--- config.mk ---
export PLATFORM = sky130hd
export DESIGN_NAME = alu_muldiv
export DESIGN_NICKNAME = d
export VERILOG_FILES = /design/src/rtl/alu_muldiv.sv
export SDC_FILE = /design/constraint.sdc
export NUM_CORES = 1
export LEC_CHECK = 0
export ABC_AREA = 1
export CAP_MARGIN = 25
export CORE_ASPECT_RATIO = 1.1
export CORE_MARGIN = 2
export CORE_UTILIZATION = 30
export CTS_CLUSTER_DIAMETER = 100
export DETAILED_ROUTE_END_ITERATION = 6
export HOLD_SLACK_MARGIN = 0.03
export REMOVE_ABC_BUFFERS = 1
export SYNTH_ARGS = -nofsm -noshare
export SYNTH_HDL_FRONTEND = slang
export SYNTH_SLANG_ARGS = --single-unit
--- constraint.sdc ---
create_clock -name clk -period 5.1 [get_ports clk]
set_clock_uncertainty 0.2 [all_clocks]
set_input_delay 0.765 -clock clk [delete_from_list [all_inputs] [get_ports clk]]
set_output_delay 0.765 -clock clk [all_outputs]
set_load 0.05 [all_outputs]
--- src/rtl/alu_muldiv.sv ---
`default_nettype none
// ============================================================================
// Module      : alu_muldiv
// Description : Execute-stage ALU with registered outputs, a start/done
//               handshake, and iterative unsigned multiply / restoring divide.
// Revision    : 1.0 - initial release
// ============================================================================
module alu_muldiv #(
    parameter int WIDTH = 32
) (
    input  logic             clk,
    input  logic             reset,
    input  logic             start,
    input  logic [WIDTH-1:0] a,
    input  logic [WIDTH-1:0] b,
    input  logic [3:0]       f,
    output logic             ready,
    output logic             done,
    output logic [WIDTH-1:0] y,
    output logic [WIDTH-1:0] hi,
    output logic             zero,
    output logic             div_by_zero
);

    localparam int CNT_W = $clog2(WIDTH) + 1;

    localparam logic [3:0] c_F_AND   = 4'b0000;
    localparam logic [3:0] c_F_OR    = 4'b0001;
    localparam logic [3:0] c_F_ADD   = 4'b0010;
    localparam logic [3:0] c_F_SLTU  = 4'b0011;
    localparam logic [3:0] c_F_ANDN  = 4'b0100;
    localparam logic [3:0] c_F_ORN   = 4'b0101;
    localparam logic [3:0] c_F_SUB   = 4'b0110;
    localparam logic [3:0] c_F_SLT   = 4'b0111;
    localparam logic [3:0] c_F_MULTU = 4'b1000;
    localparam logic [3:0] c_F_DIVU  = 4'b1001;

    typedef enum logic [1:0] {
        S_IDLE = 2'd0,
        S_MUL  = 2'd1,
        S_DIV  = 2'd2
    } state_t;

    state_t             r_state;
    logic [CNT_W-1:0]   r_cnt;
    logic [WIDTH-1:0]   r_opa;
    logic [WIDTH-1:0]   r_opb;
    logic [WIDTH-1:0]   r_acc_hi;
    logic [WIDTH-1:0]   r_acc_lo;
    logic               r_done;
    logic [WIDTH-1:0]   r_y;
    logic [WIDTH-1:0]   r_hi;
    logic               r_zero;
    logic               r_dbz;

    logic [WIDTH-1:0]   w_alu_y;
    logic               w_slt;
    logic               w_sltu;
    logic [WIDTH:0]     w_mul_sum;
    logic [WIDTH-1:0]   w_mul_hi;
    logic [WIDTH-1:0]   w_mul_lo;
    logic [WIDTH:0]     w_div_shift;
    logic [WIDTH:0]     w_div_trial;
    logic               w_div_ge;
    logic [WIDTH-1:0]   w_div_hi;
    logic [WIDTH-1:0]   w_div_lo;
    logic               w_cnt_last;

    // Single-cycle operations
    assign w_slt  = $signed(a) < $signed(b);
    assign w_sltu = a < b;

    always_comb begin
        w_alu_y = '0;
        case (f)
            c_F_AND:  w_alu_y = a & b;
            c_F_OR:   w_alu_y = a | b;
            c_F_ADD:  w_alu_y = a + b;
            c_F_SLTU: w_alu_y = {{(WIDTH-1){1'b0}}, w_sltu};
            c_F_ANDN: w_alu_y = a & ~b;
            c_F_ORN:  w_alu_y = a | ~b;
            c_F_SUB:  w_alu_y = a - b;
            c_F_SLT:  w_alu_y = {{(WIDTH-1){1'b0}}, w_slt};
            default:  w_alu_y = '0;
        endcase
    end

    // Shift-add step: the multiplier occupies acc_lo and is consumed LSB first
    // while product bits shift in from the top; {acc_hi,acc_lo} ends as a*b.
    assign w_mul_sum = {1'b0, r_acc_hi} + (r_acc_lo[0] ? {1'b0, r_opb} : '0);
    assign w_mul_hi  = w_mul_sum[WIDTH:1];
    assign w_mul_lo  = {w_mul_sum[0], r_acc_lo[WIDTH-1:1]};

    // Restoring divide step: acc_hi is the partial remainder, acc_lo shifts the
    // dividend out at the top and quotient bits in at the bottom.
    assign w_div_shift = {r_acc_hi, r_acc_lo[WIDTH-1]};
    assign w_div_trial = w_div_shift - {1'b0, r_opb};
    assign w_div_ge    = ~w_div_trial[WIDTH];
    assign w_div_hi    = w_div_ge ? w_div_trial[WIDTH-1:0] : w_div_shift[WIDTH-1:0];
    assign w_div_lo    = {r_acc_lo[WIDTH-2:0], w_div_ge};

    assign w_cnt_last = (r_cnt == CNT_W'(WIDTH - 1));

    always_ff @(posedge clk) begin
        if (reset) begin
            r_state  <= S_IDLE;
            r_cnt    <= '0;
            r_opa    <= '0;
            r_opb    <= '0;
            r_acc_hi <= '0;
            r_acc_lo <= '0;
            r_done   <= 1'b0;
            r_y      <= '0;
            r_hi     <= '0;
            r_zero   <= 1'b1;
            r_dbz    <= 1'b0;
        end else begin
            r_done <= 1'b0;
            case (r_state)
                S_IDLE: begin
                    if (start) begin
                        if (f == c_F_MULTU || f == c_F_DIVU) begin
                            r_state  <= (f == c_F_MULTU) ? S_MUL : S_DIV;
                            r_opa    <= a;
                            r_opb    <= b;
                            r_acc_hi <= '0;
                            r_acc_lo <= a;
                            r_cnt    <= '0;
                        end else begin
                            r_y    <= w_alu_y;
                            r_hi   <= '0;
                            r_zero <= (w_alu_y == '0);
                            r_dbz  <= 1'b0;
                            r_done <= 1'b1;
                        end
                    end
                end
                S_MUL: begin
                    r_acc_hi <= w_mul_hi;
                    r_acc_lo <= w_mul_lo;
                    r_cnt    <= r_cnt + CNT_W'(1);
                    if (w_cnt_last) begin
                        r_state <= S_IDLE;
                        r_cnt   <= '0;
                        r_y     <= w_mul_lo;
                        r_hi    <= w_mul_hi;
                        r_zero  <= (w_mul_lo == '0);
                        r_dbz   <= 1'b0;
                        r_done  <= 1'b1;
                    end
                end
                S_DIV: begin
                    r_acc_hi <= w_div_hi;
                    r_acc_lo <= w_div_lo;
                    r_cnt    <= r_cnt + CNT_W'(1);
                    if (w_cnt_last) begin
                        r_state <= S_IDLE;
                        r_cnt   <= '0;
                        r_done  <= 1'b1;
                        // Divide by zero still runs the full latency for a fixed timing
                        if (r_opb == '0) begin
                            r_y    <= '1;
                            r_hi   <= r_opa;
                            r_zero <= 1'b0;
                            r_dbz  <= 1'b1;
                        end else begin
                            r_y    <= w_div_lo;
                            r_hi   <= w_div_hi;
                            r_zero <= (w_div_lo == '0);
                            r_dbz  <= 1'b0;
                        end
                    end
                end
                default: begin
                    r_state <= S_IDLE;
                    r_cnt   <= '0;
                end
            endcase
        end
    end

    assign ready       = (r_state == S_IDLE);
    assign done        = r_done;
    assign y           = r_y;
    assign hi          = r_hi;
    assign zero        = r_zero;
    assign div_by_zero = r_dbz;

endmodule
`default_nettype wire

==> qor.yml, run 1 <==
status: "finished, final reports clean"
final-setup-viol-count: 0
fin_area_um2: 23000
syn_inst: 3492
combPwrFrac: 0.497
power.density_nw_per_um2: 346
tightest_slew_ps: 988
cpMaxStageDelayCell: "clkdlybuf4s50_1"
cts_inserted_buffers: 27
dpl_worst_slack_ps: 741
path_clk_slew_ps: 60
synth_edf_count: 0
place_hpwl_um: 70400
numClockSinks: 203
drcViolationCount: 0
synth_seq_cells: 203
grt_pass1_vias: 22022
cts_max_level: 1
p_sw_mw: 3.80
synth_top_area_cell: "dfxtp_1"
crit_top_cell: "nand2_1"
synth_warnings: 0
num_antenna_cells: 0
placed_area_um2: 22100
grt-ovfl-total: 0
synth_top_area_share: 0.203
clkLatencyLatePin_ps: 570
synthAdderAreaFrac: 0.0896
synth-compound-area-share: 0.199
first_pass_iters: 6
synth_top_family_by_area: "simple AND/OR/NAND/NOR gates"
whs_ps: 253
hold_path.class: "register to register"
die_h_um: 275
worstSetupStartpoint: "a[0]"
end_kind: "register"
arrival_ps: 4120
cts_root_buf: "clkbuf_16"
fin_ws_ps: 1200
synth_simple_gate_area_share: 0.365
crit_chain: "clkdlybuf4s50_1 > inv_1 > ha_1 > inv_1 > fa_1 > nand3_1 > nand2_1 > nand2_1 > nand2_1 > nand2_1 > nand2_1 > nand2_1 > nand2_1 > nand2_1 > nand3_1 > nand3_1 > o221ai_1 > a21oi_1"
gp_congestion: 1.02
core_um2: 66100
pwr-share-seq: 0.245
initial_core_util: 0.302
layout-drive-gt1-share: 0.0398
clkPwrFrac: 0.258
cap_viol_max_count: 0
max-slew-margin-rel: 0.339
wire_per_inst_um: 19.9
final_hold_viol_count: 0
min_period_ps: 3900
p_leak_nw: 11.3
grt_pass1_wl_um: 131000
fmax_ghz: 0.256
ant_nets: 0
yosysMostFrequentCell: "nand2_1"
yosys_most_used_dff: "dfxtp_1"
syn_area_um2: 20000
synth_mux_area_frac: 0
crit_path_max_fanout: 5
antenna_found_initial: 0
ys_types: 53
yosys-top-cells-count: "nand2_1, inv_1, a21oi_1, nor2_1, nand3_1"
crit_type: "primary input to register"
synth_area_leaders: "dfxtp_1, nand2_1, inv_1"
slowest_delay_ps: 580
rsz0062_at_grt: "no"
hold_path_startpoint: "r_opa[1]"
port_buffers: 138
p_int_mw: 4.16
place_inst: 4376
final_nets: 3754
fin_crit_sh: 0.766
vias: 23217
synth_xor_area_frac: 0.0184
finalMaxSlewViolations: 0
cts_resized: 0
peakVddDrop_v: 0.000245
vias_per_cell: 5.25
worstReg2RegStart: "r_acc_lo[0]"
finalNonFillerCells: 4426
swShare: 0.478
fp.dieW_um: 250
row_count: 99
syn2layout_area_growth_pct: 15.2
required_ps: 5310
grt_max_degree: 59
clock_path_buffers: 3
cts_tree: "done"
cp-start-kind: "primary input"
wl_um: 88200
synthArstFlopShare: 0
grtUsageTotal: 0.248
synth_area_per_cell_um2: 5.73
die_area_um2: 68700
yosysSeqAreaShare: 0.203
pin_count: 139
post_cts_buffers: 0
cts_hold_buf: 0
drt_iter0_markers: 2191
-- through the flow --
| step | total power [mW] | utilization | setup TNS, ps |
|---|---|---|---|
| final | 7.96 | 0.348 | 0 |
| after global routing | 8.41 | 0.348 | 0 |
| after CTS | 7.94 | 0.348 | 0 |
| after detailed placement | 5.87 | 0.334 | 0 |
| after global placement | 5.87 | 0.334 | 0 |
| after floorplan | 4.43 | - | -21430 |
-- cell type report --
cell class | count | area (um2)
clock buffers | 36 | 779
clock inverters | 14 | 175
fillers | 7480 | 43100
inverters | 492 | 1850
multi-input cells | 2651 | 13500
flip-flops and latches | 203 | 4060
well taps | 858 | 1070
repair buffers | 172 | 1630
-- power by group through the flow --
stage / Clock, mW / Sequential, mW / Combinational, mW
2_1_floorplan: 0 / 2.23 / 2.20
3_5_place_dp: 0 / 1.98 / 3.89
3_3_place_gp: 0 / 1.98 / 3.89
4_1_cts: 2.09 / 1.95 / 3.91
5_1_grt: 2.14 / 1.97 / 4.30
6_report: 2.05 / 1.95 / 3.96
-- critical path, delay by kind of cell --
| kind | cells | cell delay (ps) |
|---|---|---|
| adders and majority gates | 2 | 610 |
| and+or+nand+nor | 11 | 1350 |
| buffers and inverters | 3 | 810 |
| AOI/OAI and AO/OA | 2 | 580 |
-- cell families (layout without fill, tap and decap cells) --
family,after synthesis,count (layout)
simple gates,1757,1757
compound gates,710,710
buf+inv,638,714
flops,203,203
fa+ha+maj,142,142
xor+xnor,42,42
-- layout by cell type (no fill, tap or decap), drive strengths merged, types with 25 or more instances in the layout --
| cell type | n |
|---|---|
| clkbuf | 36 |
| a21oi | 355 |
| nor2 | 315 |
| o211ai | 25 |
| nand3 | 261 |
| o21ai | 210 |
| nand2 | 1063 |
| inv | 496 |
| nand4 | 36 |
| ha | 132 |
| buf | 36 |
| nor3 | 26 |
| clkdlybuf4s50 | 136 |
| dfxtp | 203 |
-- registers in the layout, indices dropped and copies added (netlist names) --
register and flops:
r_acc_hi 32, zero 1, hi 32, r_opb 32, div_by_zero 1, done 1, r_opa 32, r_cnt 6
r_acc_lo 32, r_state 2, y 32
-- per-layer routing --
layer,part of all wire,vias up,GRT usage,wire length [um]
met5,0,-,0,0
met4,0.059,0,0.134,5190
met3,0.059,224,0.0255,5170
met2,0.47,895,0.435,41600
met1,0.41,10630,0.299,36300
li1,-,11468,-,-
-- path summary, 6_finish.rpt --
check              to  cells after the start  slack, ps
max             y[20]                     18       1200
min          r_opa[1]                      2        250
max reg2reg    hi[17]                     18       1490
min reg2reg  r_opa[1]                      2        250
Note: power is estimated with default switching activity, not from simulation.
==> inputs of run 2 (changes only) <==
==> constraint.sdc (replaced) <==
create_clock -name clk -period 3.15 [get_ports clk]
set_clock_uncertainty 0.2 [all_clocks]
set_input_delay 0.4725 -clock clk [delete_from_list [all_inputs] [get_ports clk]]
set_output_delay 0.4725 -clock clk [all_outputs]
set_load 0.05 [all_outputs]
==> qor.yml, run 2 (synthesis gave the netlist of run 1 again) <==
min_period_ps: 3050
finalNonFillerCells: 4896  # +11%
fin_crit_sh: 0.969
crit_path_max_fanout: 9  # +4
grt_pass1_vias: 23705  # +7.6%
rsz0062_at_grt: "yes"
path_clk_slew_ps: 70  # about the same
tightest_slew_ps: 895  # -92.8 ps
wl_um: 92100  # +4.4%
cp-start-kind: "primary input"
layout-drive-gt1-share: 0.183  # +0.143
hold_path.class: "register to register"
finalMaxSlewViolations: 0  # unchanged
grt_max_degree: 65  # +10%
core_um2: 66100  # unchanged
clkLatencyLatePin_ps: 540  # -30 ps
cts_max_level: 1  # unchanged
arrival_ps: 3320  # -800 ps
cts_inserted_buffers: 22  # -19%
cts_tree: "done"
row_count: 99  # unchanged
grt_pass1_wl_um: 138000  # +4.7%
layout_common_cells: "nand2_1, buf_4, inv_1"
status: "finished, final reports clean"
die_h_um: 275  # unchanged
max-slew-margin-rel: 0.403  # +0.0643
fmax_ghz: 0.328
whs_ps: 256  # +3.59 ps
power.density_nw_per_um2: 503  # +46%
place_inst: 4846  # +11%
clock_path_buffers: 3  # unchanged
grt-ovfl-total: 0  # unchanged
place_hpwl_um: 76300  # +8.3%
cap_viol_max_count: 0  # unchanged
crit_type: "primary input to register"
peakVddDrop_v: 0.000384  # +57%
wire_per_inst_um: 18.8  # -5.6%
vias_per_cell: 5.04  # -4.0%
antenna_found_initial: 0  # unchanged
p_leak_nw: 13.7  # +21%
die_area_um2: 68700  # unchanged
fp.dieW_um: 250  # unchanged
drt_iter0_markers: 1825  # -17%
required_ps: 3420  # -1890 ps
port_buffers: 138  # unchanged
numClockSinks: 203  # unchanged
dpl_worst_slack_ps: -710  # -1450 ps
grtUsageTotal: 0.259  # +0.0112
ant_nets: 0  # unchanged
cts_root_buf: "clkbuf_16"
final_nets: 4229  # +13%
vias: 24659  # +6.2%
drcViolationCount: 0  # unchanged
initial_core_util: 0.302  # unchanged
gp_congestion: 0.977  # -4.3%
mostFrequentLayoutCell: "nand2_1"
first_pass_iters: 7  # +1
final-setup-viol-count: 0  # unchanged
num_antenna_cells: 0  # unchanged
n_fill_cell: 7304  # -2.4%
end_kind: "register"
fin_ws_ps: 97.1  # -1100 ps
final_hold_viol_count: 0  # unchanged
pin_count: 139  # unchanged
syn2layout_area_growth_pct: 36.5
[run 2: worst max-delay path, stage by stage]
cell and delay (ps):
clkdlybuf4s50_1 540, inv_1 80, ha_1 320, buf_4 200
nand2_1 150, nor3_1 250, nand2_1 170, a21oi_1 180
nor2_2 70, nand2_1 60, nand2_1 50, nand3_1 120
nand2_1 90, nor2_2 140, nand3_1 120, nor2_1 150
nand3_1 90, nand2_1 60
[run 2: area by class of cell]
type                            count  area [um2]  area share
Timing Repair Buffer              650        5460       0.200
Multi-Input combinational cell   2653       14100       0.515
Inverter                          492        1850      0.0677
Sequential cell                   203        4070       0.149
Clock inverter                     13         155     0.00568
Clock buffer                       27         621      0.0227
Tap cell                          858        1070      0.0393
[run 2: power breakdown]
group          switching, mW  total [mW]  internal, mW
Clock                   1.20        2.85          1.66
Combinational           4.89        7.69          2.81
Sequential             0.300        3.19          2.89
[run 2: stage by stage]
stage / power, mW / util / TNS, ps / area, um2
6_report: 13.7 / 0.413 / 0 / 27300
4_1_cts: 13.4 / 0.403 / 0 / 26700
3_3_place_gp: 10.5 / 0.390 / -9950 / 25800
3_5_place_dp: 10.6 / 0.390 / -10460 / 25800
5_1_grt: 14.5 / 0.413 / -340 / 27300
2_1_floorplan: 7.17 / - / -164220 / 19300
[run 2: metal layers]
layer	track usage	share of wire	vias up
li1	-	-	12392
met3	0.0204	0.050	230
met1	0.310	0.41	11229
met2	0.471	0.49	808
met5	0	0	-
met4	0.122	0.055	0
[run 2: final timing paths]
| path | from | end | slack, ps | cells after the start |
|---|---|---|---|---|
| setup / recovery | b[28] | zero | 100 | 18 |
| hold / removal | r_opa[30] | r_opa[30] | 260 | 2 |
| setup reg to reg | r_opb[0] | hi[11] | 110 | 18 |
| hold reg to reg | r_opa[30] | r_opa[30] | 260 | 2 |
[run 2: timing repair]
action / 4_1_cts / 5_1_grt
hold endpoints to repair: 1 / 0
hold buffers: 1 / 0
pin swaps: 1 / 36
endpoints found under the setup margin: 14 / 75
cloned: 0 / 2
buffers inserted: 0 / 7
resized for setup: 12 / 155
